--- config.mk ---
export PLATFORM = sky130hd
export DESIGN_NAME = cube_pow
export DESIGN_NICKNAME = d
export VERILOG_FILES = /design/src/rtl/cube_pow.sv
export SDC_FILE = /design/constraint.sdc
export NUM_CORES = 1
export LEC_CHECK = 0
export CAP_MARGIN = 30
export CORE_ASPECT_RATIO = 0.75
export CORE_MARGIN = 3
export CORE_UTILIZATION = 45
export CTS_BUF_LIST = sky130_fd_sc_hd__clkbuf_4 sky130_fd_sc_hd__clkbuf_8 sky130_fd_sc_hd__clkbuf_16
export DETAILED_ROUTE_END_ITERATION = 7
export GPL_TIMING_DRIVEN = 0
export SETUP_SLACK_MARGIN = 0.4
export SYNTH_ARGS = -nofsm -noshare
export SYNTH_HDL_FRONTEND = slang
export SYNTH_SLANG_ARGS = --single-unit
--- constraint.sdc ---
create_clock -name clk -period 6.55 [get_ports clk]
set_input_delay 1.31 -clock clk [delete_from_list [all_inputs] [get_ports clk]]
set_output_delay 1.31 -clock clk [all_outputs]
set_load 0.005 [all_outputs]
--- src/rtl/cube_pow.sv ---
// Sequential cuber: y = x^3 using one shared shift-add multiplier over two passes
// (x*x, then (x*x)*x). Fixed latency of 2*WIDTH+1 cycles from the accepting edge.
module cube_pow #(
   parameter int unsigned WIDTH = 8
) (
   input  logic                 clk,
   input  logic                 rst,
   input  logic                 start,
   input  logic [WIDTH-1:0]     x_in,
   output logic [3*WIDTH-1:0]   y_out,
   output logic                 busy_o,
   output logic                 done_o
);

   localparam int unsigned YW = 3 * WIDTH;
   localparam int unsigned CW = $clog2(WIDTH + 1);

   typedef enum logic [1:0] {
      S_IDLE,
      S_SQ,
      S_CU,
      S_FIN
   } state_t;

   state_t          r_state;
   state_t          w_next;
   logic [WIDTH-1:0] r_x;
   logic [YW-1:0]    r_acc;
   logic [YW-1:0]    r_mcand;
   logic [WIDTH-1:0] r_mplier;
   logic [CW-1:0]    r_cnt;

   logic             w_last;
   logic [YW-1:0]    w_sum;

   assign w_last = (r_cnt == CW'(WIDTH - 1));
   // Single shared adder for both multiply passes
   assign w_sum  = r_acc + (r_mplier[0] ? r_mcand : '0);

   always_ff @(posedge clk) begin
      if (rst) r_state <= S_IDLE;
      else     r_state <= w_next;
   end

   always_comb begin
      w_next = r_state;
      case (r_state)
         S_IDLE:  if (start) w_next = S_SQ;
         S_SQ:    if (w_last) w_next = S_CU;
         S_CU:    if (w_last) w_next = S_FIN;
         S_FIN:   w_next = S_IDLE;
         default: w_next = S_IDLE;
      endcase
   end

   always_ff @(posedge clk) begin
      if (rst) begin
         r_x      <= '0;
         r_acc    <= '0;
         r_mcand  <= '0;
         r_mplier <= '0;
         r_cnt    <= '0;
         y_out    <= '0;
         busy_o   <= 1'b0;
         done_o   <= 1'b0;
      end else begin
         done_o <= 1'b0;
         case (r_state)
            S_IDLE: begin
               if (start) begin
                  r_x      <= x_in;
                  r_mcand  <= YW'(x_in);
                  r_mplier <= x_in;
                  r_acc    <= '0;
                  r_cnt    <= '0;
                  busy_o   <= 1'b1;
               end
            end
            S_SQ, S_CU: begin
               r_acc    <= w_sum;
               r_mcand  <= r_mcand << 1;
               r_mplier <= r_mplier >> 1;
               r_cnt    <= r_cnt + CW'(1);
               if (w_last) begin
                  r_cnt <= '0;
                  // End of first pass: the square becomes the multiplicand for x
                  if (r_state == S_SQ) begin
                     r_mcand  <= w_sum;
                     r_mplier <= r_x;
                     r_acc    <= '0;
                  end
               end
            end
            S_FIN: begin
               y_out  <= r_acc;
               done_o <= 1'b1;
               busy_o <= 1'b0;
            end
            default: ;
         endcase
      end
   end

endmodule

==> metrics.txt, run 1 <==
# TYPE chip_impl_metric gauge
chip_impl_metric{name="nets",unit=""} 687
chip_impl_metric{name="p_total",unit="mW"} 1.82
chip_impl_metric{name="insertedDiodeCount",unit=""} 0
chip_impl_metric{name="worstPathRequired",unit="ps"} 6830
chip_impl_info{name="grt_setup_unrepaired",value="false"} 1
chip_impl_metric{name="hold_viol_final",unit=""} 0
chip_impl_metric{name="layout.cells.non_filler",unit=""} 790
chip_impl_metric{name="cts.sink_count",unit=""} 96
chip_impl_info{name="reg2reg_from",value="r_mplier[0]"} 1
chip_impl_metric{name="worst_ir_drop_vdd",unit="V"} 0.000183
chip_impl_metric{name="synth-edff-count",unit=""} 0
chip_impl_metric{name="first_global_vias",unit=""} 4354
chip_impl_metric{name="max_clock_freq",unit="MHz"} 272
chip_impl_metric{name="syn_area",unit="mm²"} 0.00510
chip_impl_metric{name="setup_slack_reg_to_reg",unit="ps"} 3400
chip_impl_info{name="final_common_cell",value="dfxtp_1"} 1
chip_impl_metric{name="leakage",unit="nW"} 2.24
chip_impl_metric{name="io_pins",unit=""} 37
chip_impl_metric{name="postCtsResizedCells",unit=""} 0
chip_impl_metric{name="routed-via-count",unit=""} 4530
chip_impl_metric{name="synth_cells",unit=""} 600
chip_impl_metric{name="area_growth_syn_to_layout",unit="%"} 16.4
chip_impl_info{name="min-delay-path-class",value="reg2reg"} 1
chip_impl_metric{name="grt_pass1_wl",unit="mm"} 22.7
chip_impl_metric{name="initial_core_utilization",unit="%"} 46.4
chip_impl_metric{name="worst-endpoint-arrival",unit="ps"} 3960
chip_impl_metric{name="routed_wire_length_per_instance",unit="µm"} 17.9
chip_impl_metric{name="place.detailed.hpwl",unit="mm"} 10.4
chip_impl_metric{name="r2r_cells",unit=""} 11
chip_impl_info{name="timing.critical_path.to_type",value="flop"} 1
chip_impl_metric{name="row_count",unit=""} 33
chip_impl_metric{name="syn-mean-instance-area",unit="µm²"} 8.50
chip_impl_info{name="crit_start_category",value="primary input"} 1
chip_impl_metric{name="postSynth.asyncResetShare",unit="%"} 0
chip_impl_info{name="holdPathEnd",value="r_x[4]"} 1
chip_impl_info{name="critical_hold_path_startpoint",value="r_x[4]"} 1
chip_impl_info{name="tritoncts",value="yes"} 1
chip_impl_metric{name="synth.net_count",unit=""} 640
chip_impl_metric{name="cts_inserted_buffers",unit=""} 9
chip_impl_metric{name="max_slew.worst_pin.slew",unit="ps"} 903
chip_impl_metric{name="number_of_nets_with_antenna_violations_after_routing",unit=""} 0
chip_impl_info{name="setup.worst_path.class",value="in2reg"} 1
chip_impl_metric{name="final.setup_skew",unit="ps"} 12.6
chip_impl_metric{name="post_place_cells",unit=""} 776
chip_impl_metric{name="drc_violations",unit=""} 0
chip_impl_metric{name="viasPerCell",unit=""} 5.73
chip_impl_metric{name="clock_tree.buffer_depth",unit=""} 2
chip_impl_metric{name="antenna_violations_before_repair",unit=""} 0
chip_impl_metric{name="globalRouteOverflowTotal",unit=""} 0
chip_impl_metric{name="clk_pin_slew",unit="ps"} 60
chip_impl_info{name="synth_ff_type",value="dfxtp_1"} 1
chip_impl_metric{name="post_synthesis_sequential_element_count",unit=""} 96
chip_impl_metric{name="setup_tns",unit="ps"} 0
chip_impl_metric{name="yosys.cell_types.count",unit=""} 61
chip_impl_metric{name="dieHeight",unit="µm"} 98.2
chip_impl_metric{name="slew-limit-headroom",unit="%"} 39.6
chip_impl_metric{name="power_per_cell_area",unit="mW/mm²"} 306
chip_impl_metric{name="worst_skew_pair.late_latency",unit="ps"} 350
chip_impl_metric{name="finalWirelength",unit="mm"} 14.1
chip_impl_metric{name="yosysSeqAreaShare",unit="%"} 37.7
chip_impl_metric{name="full_die_area",unit="mm²"} 0.0127
chip_impl_metric{name="post-cts-setup-buffers",unit=""} 0
chip_impl_metric{name="core_area",unit="mm²"} 0.0110
chip_impl_metric{name="grt.total_usage",unit="%"} 22.7
chip_impl_metric{name="share_of_cells_above_drive_strength_1",unit="%"} 5.08
chip_impl_metric{name="cap_violations",unit=""} 0
chip_impl_metric{name="crit_path_time_final",unit="ps"} 3680
chip_impl_metric{name="die_w",unit="µm"} 129
chip_impl_metric{name="critical_path_peak_fanout",unit=""} 10
chip_impl_metric{name="htreeDepth",unit=""} 3
chip_impl_metric{name="timing.final.max_slew_violations",unit=""} 0
chip_impl_metric{name="place_congestion",unit=""} 0.917
chip_impl_metric{name="initialDrtViolationCount",unit=""} 285
chip_impl_info{name="cell_at_the_root_of_the_clock_tree",value="clkbuf_16"} 1
chip_impl_metric{name="placement.io_buffers",unit=""} 35
chip_impl_metric{name="utilization",unit="%"} 54.1
chip_impl_info{name="crit-reg2reg-capture",value="r_mcand[23]"} 1
chip_impl_metric{name="grt_start_max_net_pins",unit=""} 15
chip_impl_metric{name="layout_worst_path_cycle_share",unit="%"} 56.2
chip_impl_metric{name="finalSetupViolations",unit=""} 0
chip_impl_metric{name="firstDrtPassIters",unit=""} 5
chip_impl_metric{name="hold_path_depth",unit=""} 2
chip_impl_metric{name="ys.warnings.count",unit=""} 0
chip_impl_metric{name="cts_hold_buf",unit=""} 0
chip_impl_info{name="status",value="finished, final reports clean"} 1
chip_impl_info{name="most_frequent_cells_in_the_layout",value="dfxtp_1, nor2_1, nand2_1"} 1
==> registers in the layout, summed over array words and instances (netlist names) <==
register,count
r_mcand,24
r_cnt,4
r_mplier,8
done_o,1
r_state,2
busy_o,1
r_acc,24
r_x,8
y_out,24
==> synthesized netlist by cell type (2+ instances only) <==
cell type | count | area [µm²]
nand2b_1 | 2 | 12.5
a22o_1 | 9 | 78.8
xor2_1 | 5 | 43.8
o2bb2ai_1 | 5 | 43.8
mux2i_1 | 27 | 270
nand2_1 | 71 | 267
nor3_1 | 6 | 30.0
nor3b_1 | 2 | 15.0
or3_1 | 4 | 25.0
o21ai_1 | 9 | 45.0
a311oi_1 | 10 | 87.6
o41ai_2 | 3 | 48.8
dfxtp_1 | 96 | 1920
a21o_1 | 8 | 60.1
o21ai_0 | 12 | 60.1
a31oi_1 | 2 | 12.5
a22oi_1 | 22 | 165
ha_1 | 28 | 350
o211ai_1 | 4 | 30.0
nor2_1 | 87 | 327
nor2b_1 | 3 | 18.8
xnor2_1 | 15 | 131
o21a_1 | 3 | 22.5
a2111oi_0 | 2 | 17.5
a21oi_1 | 45 | 225
o21bai_1 | 3 | 22.5
inv_1 | 12 | 45.0
and2_1 | 27 | 169
a211oi_1 | 5 | 37.5
clkbuf_1 | 27 | 101
buf_2 | 2 | 10.0
buf_1 | 3 | 11.3
o21ai_2 | 2 | 17.5
nand3_1 | 8 | 40.0
and3_1 | 5 | 31.3
==> through the flow <==
| step | instance area (µm²) | setup WS [ps] | hold WS [ps] |
|---|---|---|---|
| after global routing | 5940 | 2710 | 481 |
| after CTS | 5940 | 2910 | 462 |
| after detailed placement | 5630 | 2570 | 453 |
| after floorplan | 5100 | 3910 | 432 |
| after global placement | 5630 | 2580 | 445 |
| final | 5940 | 2870 | 462 |
==> cell type report <==
class | instances | area (µm²)
clock buffers | 12 | 267
fillers | 1009 | 5050
flip-flops and latches | 96 | 1920
well taps | 140 | 175
repair buffers | 36 | 355
plain buffers | 32 | 123
inverters | 13 | 48.8
multi-input cells | 459 | 3010
clock inverters | 2 | 38.8
==> worst max-delay path: stages <==
cell and delay, ps:
clkdlybuf4s50_1 430, nand2_1 100, buf_2 230, o21ai_1 310, nor2_1 780, clkbuf_1 540, a22o_1 240
==> cell families (layout without fill, tap and decap cells) <==
group / Yosys count / after routing / synth area share, %
buffers and inverters: 45 / 95 / 3.36
AOI/OAI and AO/OA: 163 / 163 / 23.6
adders and majority gates: 29 / 29 / 7.26
and+or+nand+nor: 219 / 219 / 18.9
xor gates and xnor gates: 21 / 21 / 3.88
DFF: 96 / 96 / 37.7
muxes: 27 / 27 / 5.30
==> where the power goes <==
part / internal, mW / total (mW) / switching, mW / leakage (nW)
logic: 0.166 / 0.571 / 0.405 / 1.32
clock network: 0.324 / 0.544 / 0.221 / 0.151
registers: 0.650 / 0.701 / 0.0515 / 0.778
total: 1.14 / 1.82 / 0.677 / 2.24
==> per-layer routing <==
metal	routed length, µm	GRT usage, %	vias to the layer above
met3	779	6.12	8
met2	5840	32.2	105
li1	-	-	2225
met1	7390	34.9	2192
met5	0	0	-
met4	103	3.47	0
==> worst max path at each step <==
| stage | slack [ps] | depth (start not counted) | endpoint | start |
|---|---|---|---|---|
| 2_1_floorplan | 3910 | 6 | r_acc[19] | start |
| 6_report | 2870 | 7 | r_acc[20] | start |
| 4_1_cts | 2910 | 7 | r_acc[20] | start |
| 5_1_grt | 2710 | 8 | r_acc[21] | start |
| 3_3_place_gp | 2580 | 7 | r_acc[22] | start |
| 3_5_place_dp | 2570 | 7 | r_acc[20] | start |
Power figures use the tool's default switching activity.
==> inputs of run 2 (changes only) <==
==> constraint.sdc (replaced) <==
create_clock -name clk -period 3.8 [get_ports clk]
set_input_delay 0.76 -clock clk [delete_from_list [all_inputs] [get_ports clk]]
set_output_delay 0.76 -clock clk [all_outputs]
set_load 0.005 [all_outputs]
==> results of run 2 <==
The final DEF is identical to that of run 1. Status: finished, final reports clean.
Among the figures that moved: setup slack after placement 2570 ps -> 375 ps; clock-pin slew on the worst setup and hold paths 60 ps -> 70 ps; setup slack after layout 2870 ps -> 649 ps; start point of the critical path start -> r_mplier[0]; end point of the critical path r_acc[20] -> r_mcand[23]; register-to-register setup slack 3400 ps -> 650 ps; total power 1.82 mW -> 3.13 mW; worst IR drop on VDD 0.000183 V -> 0.000315 V
